File: config.mk
export PLATFORM = sky130hd
export DESIGN_NAME = spi_target
export DESIGN_NICKNAME = d
export VERILOG_FILES = /design/src/rtl/spi_pkg.sv /design/src/rtl/spi_sync.sv /design/src/rtl/spi_target.sv
export SDC_FILE = /design/constraint.sdc
export NUM_CORES = 1
export LEC_CHECK = 0
export ABC_CLOCK_PERIOD_IN_PS = 2000
export CAP_MARGIN = 10
export CELL_PAD_IN_SITES_DETAIL_PLACEMENT = 0
export CELL_PAD_IN_SITES_GLOBAL_PLACEMENT = 1
export CORE_ASPECT_RATIO = 0.9
export CORE_MARGIN = 3
export CORE_UTILIZATION = 35
export CTS_CLUSTER_SIZE = 28
export DETAILED_ROUTE_END_ITERATION = 8
export PLACE_DENSITY = 0.77
export SLEW_MARGIN = 30
export SYNTH_ARGS = -nofsm -noshare
export SYNTH_HDL_FRONTEND = slang
export SYNTH_SLANG_ARGS = --single-unit
File: constraint.sdc
create_clock -name CLK -period 2 [get_ports CLK]
set_input_delay 0.2 -clock CLK [delete_from_list [all_inputs] [get_ports CLK]]
set_output_delay 0.2 -clock CLK [all_outputs]
set_load 0.05 [all_outputs]
File: src/rtl/spi_pkg.sv
// Shared SPI target definitions: FSM states, default idle byte, CRC7 polynomial and step.
package spi_pkg;

  localparam logic [0:0] ST_IDLE   = 1'b0;
  localparam logic [0:0] ST_ACTIVE = 1'b1;

  localparam logic [7:0] DEFAULT_IDLE_BYTE = 8'hFF;
  localparam logic [6:0] CRC7_POLY         = 7'h09;

  // One serial step of CRC7 (x^7+x^3+1), MSB-first input.
  function automatic logic [6:0] crc7_next(input logic [6:0] crc, input logic din);
    logic fb;
    fb = crc[6] ^ din;
    crc7_next = {crc[5:0], 1'b0} ^ (fb ? CRC7_POLY : 7'h00);
  endfunction

endpackage

File: src/rtl/spi_sync.sv
// Multi-flop pin synchroniser with selectable reset level.
// Latency STAGES CLK cycles; no flow control.
module spi_sync #(
  parameter int   STAGES  = 2,
  parameter logic RST_VAL = 1'b0
) (
  input  logic CLK,
  input  logic RST_N,
  input  logic d,
  output logic q
);

  logic [STAGES-1:0] ff;

  always_ff @(posedge CLK or negedge RST_N) begin
    if (!RST_N) ff <= {STAGES{RST_VAL}};
    else        ff <= {ff[STAGES-2:0], d};
  end

  assign q = ff[STAGES-1];

endmodule

File: src/rtl/spi_target.sv
// SPI mode-0 target: oversampled pins, rx/tx byte streams with one holding register each.
// Rx byte valid SYNC_STAGES+1 cycles after 8th sclk rise; rx full drops bytes (overrun), tx empty sends IDLE_BYTE. CRC7 under SPI_TARGET_CRC7_EN.
module spi_target
  import spi_pkg::*;
#(
  parameter int         SYNC_STAGES = 2,
  parameter logic [7:0] IDLE_BYTE   = DEFAULT_IDLE_BYTE
) (
  input  logic       CLK,
  input  logic       RST_N,
  input  logic       spi_clk,
  input  logic       spi_mosi,
  input  logic       spi_cs,
  output logic       spi_miso,
  output logic       spi_miso_en,
  output logic       rx_valid,
  output logic [7:0] rx_data,
  input  logic       rx_ready,
  input  logic       tx_valid,
  input  logic [7:0] tx_data,
  output logic       tx_ready,
  output logic       overrun,
  input  logic       overrun_clr,
  output logic [6:0] crc7
);

  logic       clk_sync, mosi_sync, cs_sync, clk_prev;
  logic [0:0] state;
  logic [2:0] bit_cnt;
  logic [6:0] rx_shift;
  logic [7:0] tx_shift, tx_hold, rx_byte, tx_next;
  logic       tx_full;
  logic       rise, fall, enter, leave, act, load, done, consume, capture;

  spi_sync #(.STAGES(SYNC_STAGES), .RST_VAL(1'b0)) u_sync_clk
    (.CLK(CLK), .RST_N(RST_N), .d(spi_clk),  .q(clk_sync));
  spi_sync #(.STAGES(SYNC_STAGES), .RST_VAL(1'b0)) u_sync_mosi
    (.CLK(CLK), .RST_N(RST_N), .d(spi_mosi), .q(mosi_sync));
  spi_sync #(.STAGES(SYNC_STAGES), .RST_VAL(1'b1)) u_sync_cs
    (.CLK(CLK), .RST_N(RST_N), .d(spi_cs),   .q(cs_sync));

  always_comb begin
    rise    = clk_sync & ~clk_prev;
    fall    = ~clk_sync & clk_prev;
    enter   = (state == ST_IDLE) & ~cs_sync;
    leave   = (state == ST_ACTIVE) & cs_sync;
    // A cs edge masks any clock edge seen in the same cycle.
    act     = (state == ST_ACTIVE) & ~cs_sync;
    load    = enter | (act & fall & (bit_cnt == 3'd0));
    done    = act & rise & (bit_cnt == 3'd7);
    consume = rx_valid & rx_ready;
    capture = tx_valid & ~tx_full;
    rx_byte = {rx_shift, mosi_sync};
    tx_next = tx_full ? tx_hold : IDLE_BYTE;
  end

  always_ff @(posedge CLK or negedge RST_N) begin
    if (!RST_N) begin
      clk_prev <= 1'b0;
      state    <= ST_IDLE;
      bit_cnt  <= 3'd0;
      rx_shift <= 7'd0;
      tx_shift <= IDLE_BYTE;
    end else begin
      clk_prev <= clk_sync;
      if (enter) begin
        state    <= ST_ACTIVE;
        bit_cnt  <= 3'd0;
        tx_shift <= tx_next;
      end else if (leave) begin
        state   <= ST_IDLE;
        bit_cnt <= 3'd0;
      end else if (act && rise) begin
        rx_shift <= rx_byte[6:0];
        bit_cnt  <= bit_cnt + 3'd1;
      end else if (act && fall) begin
        tx_shift <= (bit_cnt == 3'd0) ? tx_next : {tx_shift[6:0], 1'b0};
      end
    end
  end

  // Capture and load are mutually exclusive: capture needs empty, a taking load needs full.
  always_ff @(posedge CLK or negedge RST_N) begin
    if (!RST_N) begin
      tx_full <= 1'b0;
      tx_hold <= 8'd0;
    end else if (capture) begin
      tx_full <= 1'b1;
      tx_hold <= tx_data;
    end else if (load) begin
      tx_full <= 1'b0;
    end
  end

  always_ff @(posedge CLK or negedge RST_N) begin
    if (!RST_N) begin
      rx_valid <= 1'b0;
      rx_data  <= 8'd0;
      overrun  <= 1'b0;
    end else begin
      if (done && (!rx_valid || consume)) begin
        rx_valid <= 1'b1;
        rx_data  <= rx_byte;
      end else if (consume) begin
        rx_valid <= 1'b0;
      end
      if (overrun_clr)                         overrun <= 1'b0;
      else if (done && rx_valid && !consume)   overrun <= 1'b1;
    end
  end

`ifdef SPI_TARGET_CRC7_EN
  logic [6:0] crc_q;
  always_ff @(posedge CLK or negedge RST_N) begin
    if (!RST_N)           crc_q <= 7'd0;
    else if (enter)       crc_q <= 7'd0;
    else if (act && rise) crc_q <= crc7_next(crc_q, mosi_sync);
  end
  assign crc7 = crc_q;
`else
  assign crc7 = 7'd0;
`endif

  assign spi_miso    = (state == ST_ACTIVE) ? tx_shift[7] : 1'b1;
  assign spi_miso_en = (state == ST_ACTIVE);
  assign tx_ready    = ~tx_full;

endmodule

## Word level (Yosys, flattened, before mapping)

Cells that the tools add are included.
Widths: inputs -> output; s select.

- Bits in registers: 45
- Input bits: 16
- Output and inout bits: 20
- Logic and storage cells: 71

- Add/sub/neg operators: 1
- Equal/unequal tests: 3
- Muxes and demuxes: 18
- Bitwise operators: 19
- Reduce and logical (&&, ||, !) cells: 17

Operators with widths:

| cell | number |
|---|---|
| $mux 8 | 6 |
| $and 1x1->1 | 11 |
| $reduce_bool 2->1 | 5 |
| $mux 1 | 9 |
| $mux 3 | 3 |
| $not 1->1 | 7 |
| $reduce_and 3->1 | 2 |
| $logic_and 1x1->1 | 5 |
| $ne 2x2->1 const B | 2 |
| $add 3x1->3 const B | 1 |
| $eq 3x3->1 const B | 1 |
| $logic_not 3->1 | 1 |
| $reduce_bool 3->1 | 1 |
| $logic_not 1->1 | 2 |
| $logic_or 1x1->1 | 1 |
| $or 1x1->1 | 1 |

## Longest topological paths before layout

Gate-level depths: netlist (run 1).

- Depth after elaboration: 8
- Mapped depth: 7
- Depth with buffers taken out: 6

## Modules after synthesis

A second synthesis (run 1) with hierarchy kept.

- Cell total of the unflattened synthesis: 146
- Area total of the unflattened synthesis: 1943.1 um^2

Modules (own cells, without submodules):

| module | times used | cells an instance | area an instance (um^2) | seq. area each (um^2) |
|---|---|---|---|---|
| spi_target | 1 | 140 | 1790.5 | 985.9 |
| spi_sync (u_sync_clk ...) | 2 | 2 | 50.0 | 50.0 |
| spi_sync (u_sync_cs) | 1 | 2 | 52.6 | 52.6 |

## Worst setup path after synthesis (run 1)

OpenSTA, ideal clock, no wires.

- Path type: register to register
- Start: register state (netlist: spi_miso_en)
- End: register rx_data[0]
- Library setup time: 0.125 ns
- Data arrival time: 1.745 ns
- Required time: 1.875 ns
- Path slack: 0.131 ns
- Cell stages (with the launch flop): 7
- Buffers on the path: 1
- Clock period less this slack: 1.869 ns
- Cell sequence: dfrtp_1 > ha_1 > and3b_1 > buf_4 > nand2_4 > nor2_8 > mux2_2

- Word-level cells in the longest chain between the ends: 4

RTL lines:

| element | line | RTL |
|---|---|---|
| start: declaration | spi_target.sv:28 | `logic [0:0] state;` |
| start signal: assignment | spi_target.sv:60 | `state <= ST_IDLE;` |
| start signal: assignment | spi_target.sv:67 | `state <= ST_ACTIVE;` |
| start signal: assignment | spi_target.sv:71 | `state <= ST_IDLE;` |
| $and 1x1->1 | spi_target.sv:48 | `act = (state == ST_ACTIVE) & ~cs_sync;` |
| $and 1x1->1 (2 in series) | spi_target.sv:50 | `done = act & rise & (bit_cnt == 3'd7);` |
| $logic_and 1x1->1 | spi_target.sv:101 | `if (done && (!rx_valid \|\| consume)) begin` |
| end signal: assignment | spi_target.sv:103 | `rx_data <= rx_byte;` |
| end: declaration | spi_target.sv:17 | `output logic [7:0] rx_data,` |

No other way between the ends.
A chain may end at the register's enable or synchronous reset.

## Worst setup path after layout (run 1)

- Start: register state (netlist: spi_miso_en)
- End: output spi_miso_en

RTL lines:

| element | line | RTL |
|---|---|---|
| end: declaration | spi_target.sv:15 | `output logic spi_miso_en,` |

No word-level cell between the ends.

==> results.tsv, run 1 <==
stage	metric	value	unit
critical_path	regToRegSetupSlack	310	ps
synthesis	synth_cell_types	25	
critical_path	crit_arrival	1590	ps
detailed_routing	wl_per_cell	12.16	um
clock_network	ctsRootBufferMaster	clkbuf_8	
detailed_routing	dr.pass1.iters	4	
sta	slew_viol_final	0	
critical_path	crit_path_start_kind	register	
finish	fill_cells	501	
die	die-width	84.54	um
global_route	antenna_found_initial	0	
finish	final_common_cell	dfrtp_1	
synthesis	yosys_warnings	0	
die	ioPinCount	36	
synthesis	synth-seq-area-share	0.5860	
critical_path	critPathTopFamily	buffers and inverters	
critical_path	path_max_fanout	6	
critical_path	crit_type	reg2out	
finish	postLayoutCellArea	0.002404	mm2
detailed_routing	dr_total_vias	1177	
global_route	grt_max_degree	46	
detailed_routing	wirelength	3039	um
critical_path	r2r_start	spi_miso_en	
worst_hold_path	min_path_cells	1	
clock_network	clock-sinks	45	
die	initial_utilization	0.3654	
worst_hold_path	hp-class	in2reg	
die	dieArea	0.006483	mm2
sta	finalHoldViolCount	0	
sta	period_needed	1785	ps
power_and_ir_drop	p_leak	1.120	nW
sta	fin_skew	5.340	ps
detailed_routing	vias_per_cell	4.708	
clock_network	path_clk_slew	80	ps
critical_path	slowest_stage	clkdlybuf4s50_1	
sta	fin_tns_setup	0	ps
critical_path	path_cells	clkdlybuf4s50_1	
run	cap_violations	0	
clock_network	numCtsBuffers	5	
global_route	grt_pass1_wl	5230	um
finish	n_antenna_cell	0	
finish	area_growth	23.70	%
critical_path	required	1800	ps
worst_hold_path	hold_path.startpoint	spi_cs	
power_and_ir_drop	power.total	3.020	mW
finish	fin_nets	204	
clock_network	htree_levels	2	
synthesis	async_reset_ff_frac	1.000	
sta	finalSetupViolations	0	
global_route	grt_usage	0.1014	
sta	fin_crit_sh	0.8925	
status	outcome	complete, no violations	
critical_path	startpoint	spi_miso_en	
global_route	overflow	0	
die	core_region_area	0.005318	mm2
synthesis	netlist_area	0.001943	mm2
die	die_h	76.69	um
synthesis	netlist_instances	146	
synthesis	synth_edf_count	0	
detailed_routing	ant_nets	0	
clock_network	clockBufferDepth	2	
finish	layout_common_cells	35 x dfrtp_1, 26 x clkdlybuf4s50_1, 22 x mux2_2	
sta	rsz0062_at_grt	no	
finish	final_core_util	0.4520	
die	rows	25	
detailed_routing	first_iter_violations	26	
power_and_ir_drop	max-vdd-ir-drop	0.0006944	V
synthesis	ys_seq_elements	45	
sta	clock.fmax	560.2	MHz
clock_network	cts_tree	built	
clock_network	clk_latency	290	ps
placed_design	dpl.hpwl	2279	um
clock_network	cts_resized	0	
placed_design	place_area	0.002282	mm2
sta	worst_pin_slew	543.6	ps
critical_path	endpoint_kind	output pin	
placed_design	portBuffers	28	
sta	max_slew_margin	0.6376	
power_and_ir_drop	p_per_area	1257	mW/mm2
synthesis	synth.avg_cell_area	13.31	um2
clock_network	hold_buffers	1	
detailed_routing	post-route-drc-count	0	
placed_design	gp_congestion	0.7271	
critical_path	timing.rr.end	rx_data[2]	
critical_path	r2r_cells	5	
worst_hold_path	whs_endpoint	u_sync_cs.ff[0]	
critical_path	path_buf_inv	1	
critical_path	slowest_delay	840	ps
finish	layout-drive-gt1-share	0.2732	
global_route	grt_pass1_vias	1140	
clock_network	post_cts_buffers	0	
synthesis	synth_flop_cell	dfrtp_1	
registers in the layout (all words and copies together) (netlist names), 2 cells and up:
| name | count |
|---|---|
| rx_data | 8 |
| tx_hold | 8 |
| tx_shift | 8 |
| rx_shift | 7 |
| bit_cnt | 3 |
| u_sync_clk.ff | 2 |
| u_sync_cs.ff | 2 |
| u_sync_mosi.ff | 2 |
cells in the mapped netlist (all sizes together) (2+ instances only):
library cell,n,area share
dfrtp,35,0.45
mux2,24,0.14
buf,10,0.036
dfstp,10,0.14
nand2,10,0.024
o21ai,10,0.026
nand2b,9,0.029
mux2i,7,0.036
ha,6,0.039
inv,6,0.012
nor2,4,0.016
nand3,3,0.0077
a21o,2,0.0077
a31oi,2,0.0064
and3b,2,0.0090
nor2b,2,0.0064
worst max-delay path by stage:
| stage | cells past startpoint | slack, ps | end |
|---|---|---|---|
| 2_1_floorplan | 6 | 130 | rx_data[0] |
| 3_3_place_gp | 5 | 330 | rx_data[1] |
| 3_5_place_dp | 6 | 300 | tx_shift[0] |
| 4_1_cts | 1 | 190 | spi_miso_en |
| 5_1_grt | 1 | 150 | spi_miso_en |
| 6_report | 1 | 210 | spi_miso_en |
per-stage QoR:
step,cells,hold slack (ps),setup slack (ps)
floorplan,152,-95.59,130.6
global placement,241,299.0,328.8
detailed placement,241,305.8,304.8
CTS,250,301.6,190.0
global route,250,295.5,149.8
finish,250,317.5,214.9
cell families (layout without fill, tap and decap cells):
| family | Yosys count | in the layout | share of synthesized area |
|---|---|---|---|
| and+or+nand+nor | 30 | 30 | 0.09272 |
| adders and majority gates | 6 | 6 | 0.03863 |
| DFF | 45 | 45 | 0.5860 |
| muxes | 31 | 31 | 0.1751 |
| other | 1 | 7 | 0.001930 |
| buffers and inverters | 16 | 47 | 0.04765 |
| AOI/OAI and AO/OA | 17 | 17 | 0.05795 |
report_power, final:
| group | internal [mW] | switching (mW) | leakage (nW) | total (mW) |
|---|---|---|---|---|
| clock | 0.375 | 0.294 | 0.0554 | 0.669 |
| combinational | 0.450 | 0.538 | 0.509 | 0.987 |
| sequential | 1.22 | 0.142 | 0.555 | 1.36 |
routing by layer:
metal	vias up	global-route usage	routed length, um
li1	557	-	-
met1	582	0.1266	1387
met2	32	0.1557	1441
met3	6	0.03115	145
met4	0	0.05696	65
met5	-	0	0
layout make-up:
class / instances / area, um2 / area share
clock buffer: 6 / 72.57 / 0.03019
timing repair buffer: 33 / 312.8 / 0.1301
sequential: 45 / 1139 / 0.4737
tap: 67 / 83.83 / 0.03488
multi-input combinational: 91 / 734.5 / 0.3056
clock inverter: 2 / 38.79 / 0.01614
inverter: 6 / 22.52 / 0.009370
Power figures use the tool's default switching activity.
==> run 2, diff against run 1 <==
--- a/config.mk
+++ b/config.mk
@@ -11,10 +11,10 @@
 export CELL_PAD_IN_SITES_GLOBAL_PLACEMENT = 1
 export CORE_ASPECT_RATIO = 0.9
 export CORE_MARGIN = 3
-export CORE_UTILIZATION = 35
+export CORE_UTILIZATION = 32
 export CTS_CLUSTER_SIZE = 28
 export DETAILED_ROUTE_END_ITERATION = 8
-export PLACE_DENSITY = 0.77
+export PLACE_DENSITY = 0.72
 export SLEW_MARGIN = 30
 export SYNTH_ARGS = -nofsm -noshare
 export SYNTH_HDL_FRONTEND = slang
==> results.tsv, run 2 (same netlist as run 1, synthesis figures left out) <==
stage	metric	value	unit	change
status	outcome	complete, no violations		
global_route	overflow	0		unchanged
finish	layout-drive-gt1-share	0.2787		+0.005464
run	cap_violations	0		unchanged
global_route	grt_max_degree	19		-59%
critical_path	path_buf_inv	1		unchanged
finish	reg_top3	rx_data (8), tx_hold (8), tx_shift (8)		
sta	max_slew_margin	0.6514		+0.01378
sta	slew_viol_final	0		unchanged
detailed_routing	dr_total_vias	1125		-4.4%
critical_path	crit_arrival	1590	ps	about the same
clock_network	clk_latency	290	ps	about the same
finish	fin_nets	204		unchanged
global_route	grt_pass1_vias	1185		+3.9%
sta	period_needed	1787	ps	+2.323 ps
clock_network	htree_levels	2		unchanged
clock_network	post_cts_buffers	0		unchanged
clock_network	cts_tree	built		
finish	fill_cells	531		+6.0%
clock_network	clockBufferDepth	2		unchanged
detailed_routing	wirelength	3203	um	+5.4%
sta	fin_tns_setup	0	ps	unchanged
detailed_routing	first_iter_violations	35		+35%
finish	area_growth	24.34	%	
power_and_ir_drop	max-vdd-ir-drop	0.0006017	V	-13%
die	die_h	79.93	um	+4.2%
die	ioPinCount	36		unchanged
die	core_region_area	0.005791	mm2	+8.9%
die	die-width	88.14	um	+4.3%
finish	layout_common_cells	35 x dfrtp_1, 26 x clkdlybuf4s50_1, 22 x mux2_2		
critical_path	path_max_fanout	6		unchanged
placed_design	dpl.hpwl	2479	um	+8.8%
sta	finalSetupViolations	0		unchanged
sta	clock.fmax	559.5	MHz	-0.13%
critical_path	slowest_delay	840	ps	about the same
detailed_routing	post-route-drc-count	0		unchanged
sta	timing.hold.ws	334.6	ps	+17.10 ps
placed_design	portBuffers	28		unchanged
clock_network	numCtsBuffers	5		unchanged
critical_path	crit_type	reg2out		
detailed_routing	dr.pass1.iters	4		unchanged
critical_path	critPathTopFamily	buffers and inverters		
die	rows	26		+4.0%
finish	final_common_cell	dfrtp_1		
critical_path	required	1800	ps	about the same
worst_hold_path	hp-class	in2reg		
sta	finalHoldViolCount	0		unchanged
die	dieArea	0.007045	mm2	+8.7%
detailed_routing	vias_per_cell	4.447		-5.6%
sta	fin_crit_sh	0.8937		+0.001161
critical_path	regToRegSetupSlack	290	ps	-20 ps
critical_path	path_cells	clkdlybuf4s50_1		
detailed_routing	wl_per_cell	12.66	um	+4.1%
global_route	grt_usage	0.1014		about the same
placed_design	gp_congestion	0.7021		-3.4%
clock_network	ctsRootBufferMaster	clkbuf_8		
power_and_ir_drop	p_per_area	1266	mW/mm2	+0.71%
clock_network	clock-sinks	45		unchanged
finish	n_antenna_cell	0		unchanged
clock_network	path_clk_slew	80	ps	about the same
power_and_ir_drop	p_leak	1.121	nW	+0.12%
global_route	antenna_found_initial	0		unchanged
sta	worst_pin_slew	522.5	ps	-21.03 ps
critical_path	crit_path_start_kind	register		
global_route	grt_pass1_wl	5464	um	+4.5%
critical_path	endpoint_kind	output pin		
critical_path	slowest_stage	clkdlybuf4s50_1		
die	initial_utilization	0.3356		-0.02985
sta	fin_skew	6.397	ps	+1.056 ps
sta	rsz0062_at_grt	no		
detailed_routing	ant_nets	0		unchanged
-- run 2: final timing paths --
| kind | depth (start not counted) | endpoint | start |
|---|---|---|---|
| max | 1 | spi_miso_en | spi_miso_en |
| min | 1 | u_sync_cs.ff[0] | spi_cs |
| max reg2reg | 5 | rx_data[2] | spi_miso_en |
| min reg2reg | 0 | u_sync_cs.ff[1] | u_sync_cs.ff[0] |
| max in group asynchronous | 3 | tx_shift[4] | RST_N |
| min in group asynchronous | 2 | rx_data[6] | RST_N |
-- run 2: area by class of cell --
class                      instances  area, um2  area share
multi-input combinational         91      734.5      0.3040
clock inverter                     2      37.54     0.01554
tap                               70      87.58     0.03625
sequential                        45       1139      0.4713
clock buffer                       6      82.58     0.03418
timing repair buffer              33      312.8      0.1295
inverter                           6      22.52    0.009322
-- run 2: per-layer routing --
| metal | routed length (um) | up-vias | GRT usage |
|---|---|---|---|
| li1 | - | 546 | - |
| met1 | 1461 | 558 | 0.1236 |
| met5 | 0 | - | 0 |
| met3 | 94 | 2 | 0.02890 |
| met4 | 31 | 0 | 0.04079 |
| met2 | 1614 | 19 | 0.1679 |
-- run 2: what timing repair did --
item,4_1_cts,5_1_grt
setup endpoints to repair,0,0
hold buffers,1,0
hold endpoints to repair,12,0
gates resized for setup,0,0
-- run 2: report_power, final --
| part | internal [mW] | leakage [nW] | switching (mW) |
|---|---|---|---|
| clock network | 0.406 | 0.0574 | 0.297 |
| logic | 0.451 | 0.508 | 0.534 |
| registers | 1.22 | 0.555 | 0.148 |
| total | 2.08 | 1.12 | 0.979 |
-- run 2: through the flow --
step / cell area, um2 / total power, mW / std cells / setup slack [ps] / utilization
finish: 2416 / 3.058 / 253 / 212.6 / 0.4172
global route: 2416 / 3.274 / 253 / 130.6 / 0.4172
CTS: 2416 / 3.102 / 253 / 191.9 / 0.4172
detailed placement: 2286 / 2.386 / 244 / 276.7 / 0.3948
global placement: 2286 / 2.334 / 244 / 325.1 / 0.3948
floorplan: 1966 / 2.111 / 152 / 130.6 / -
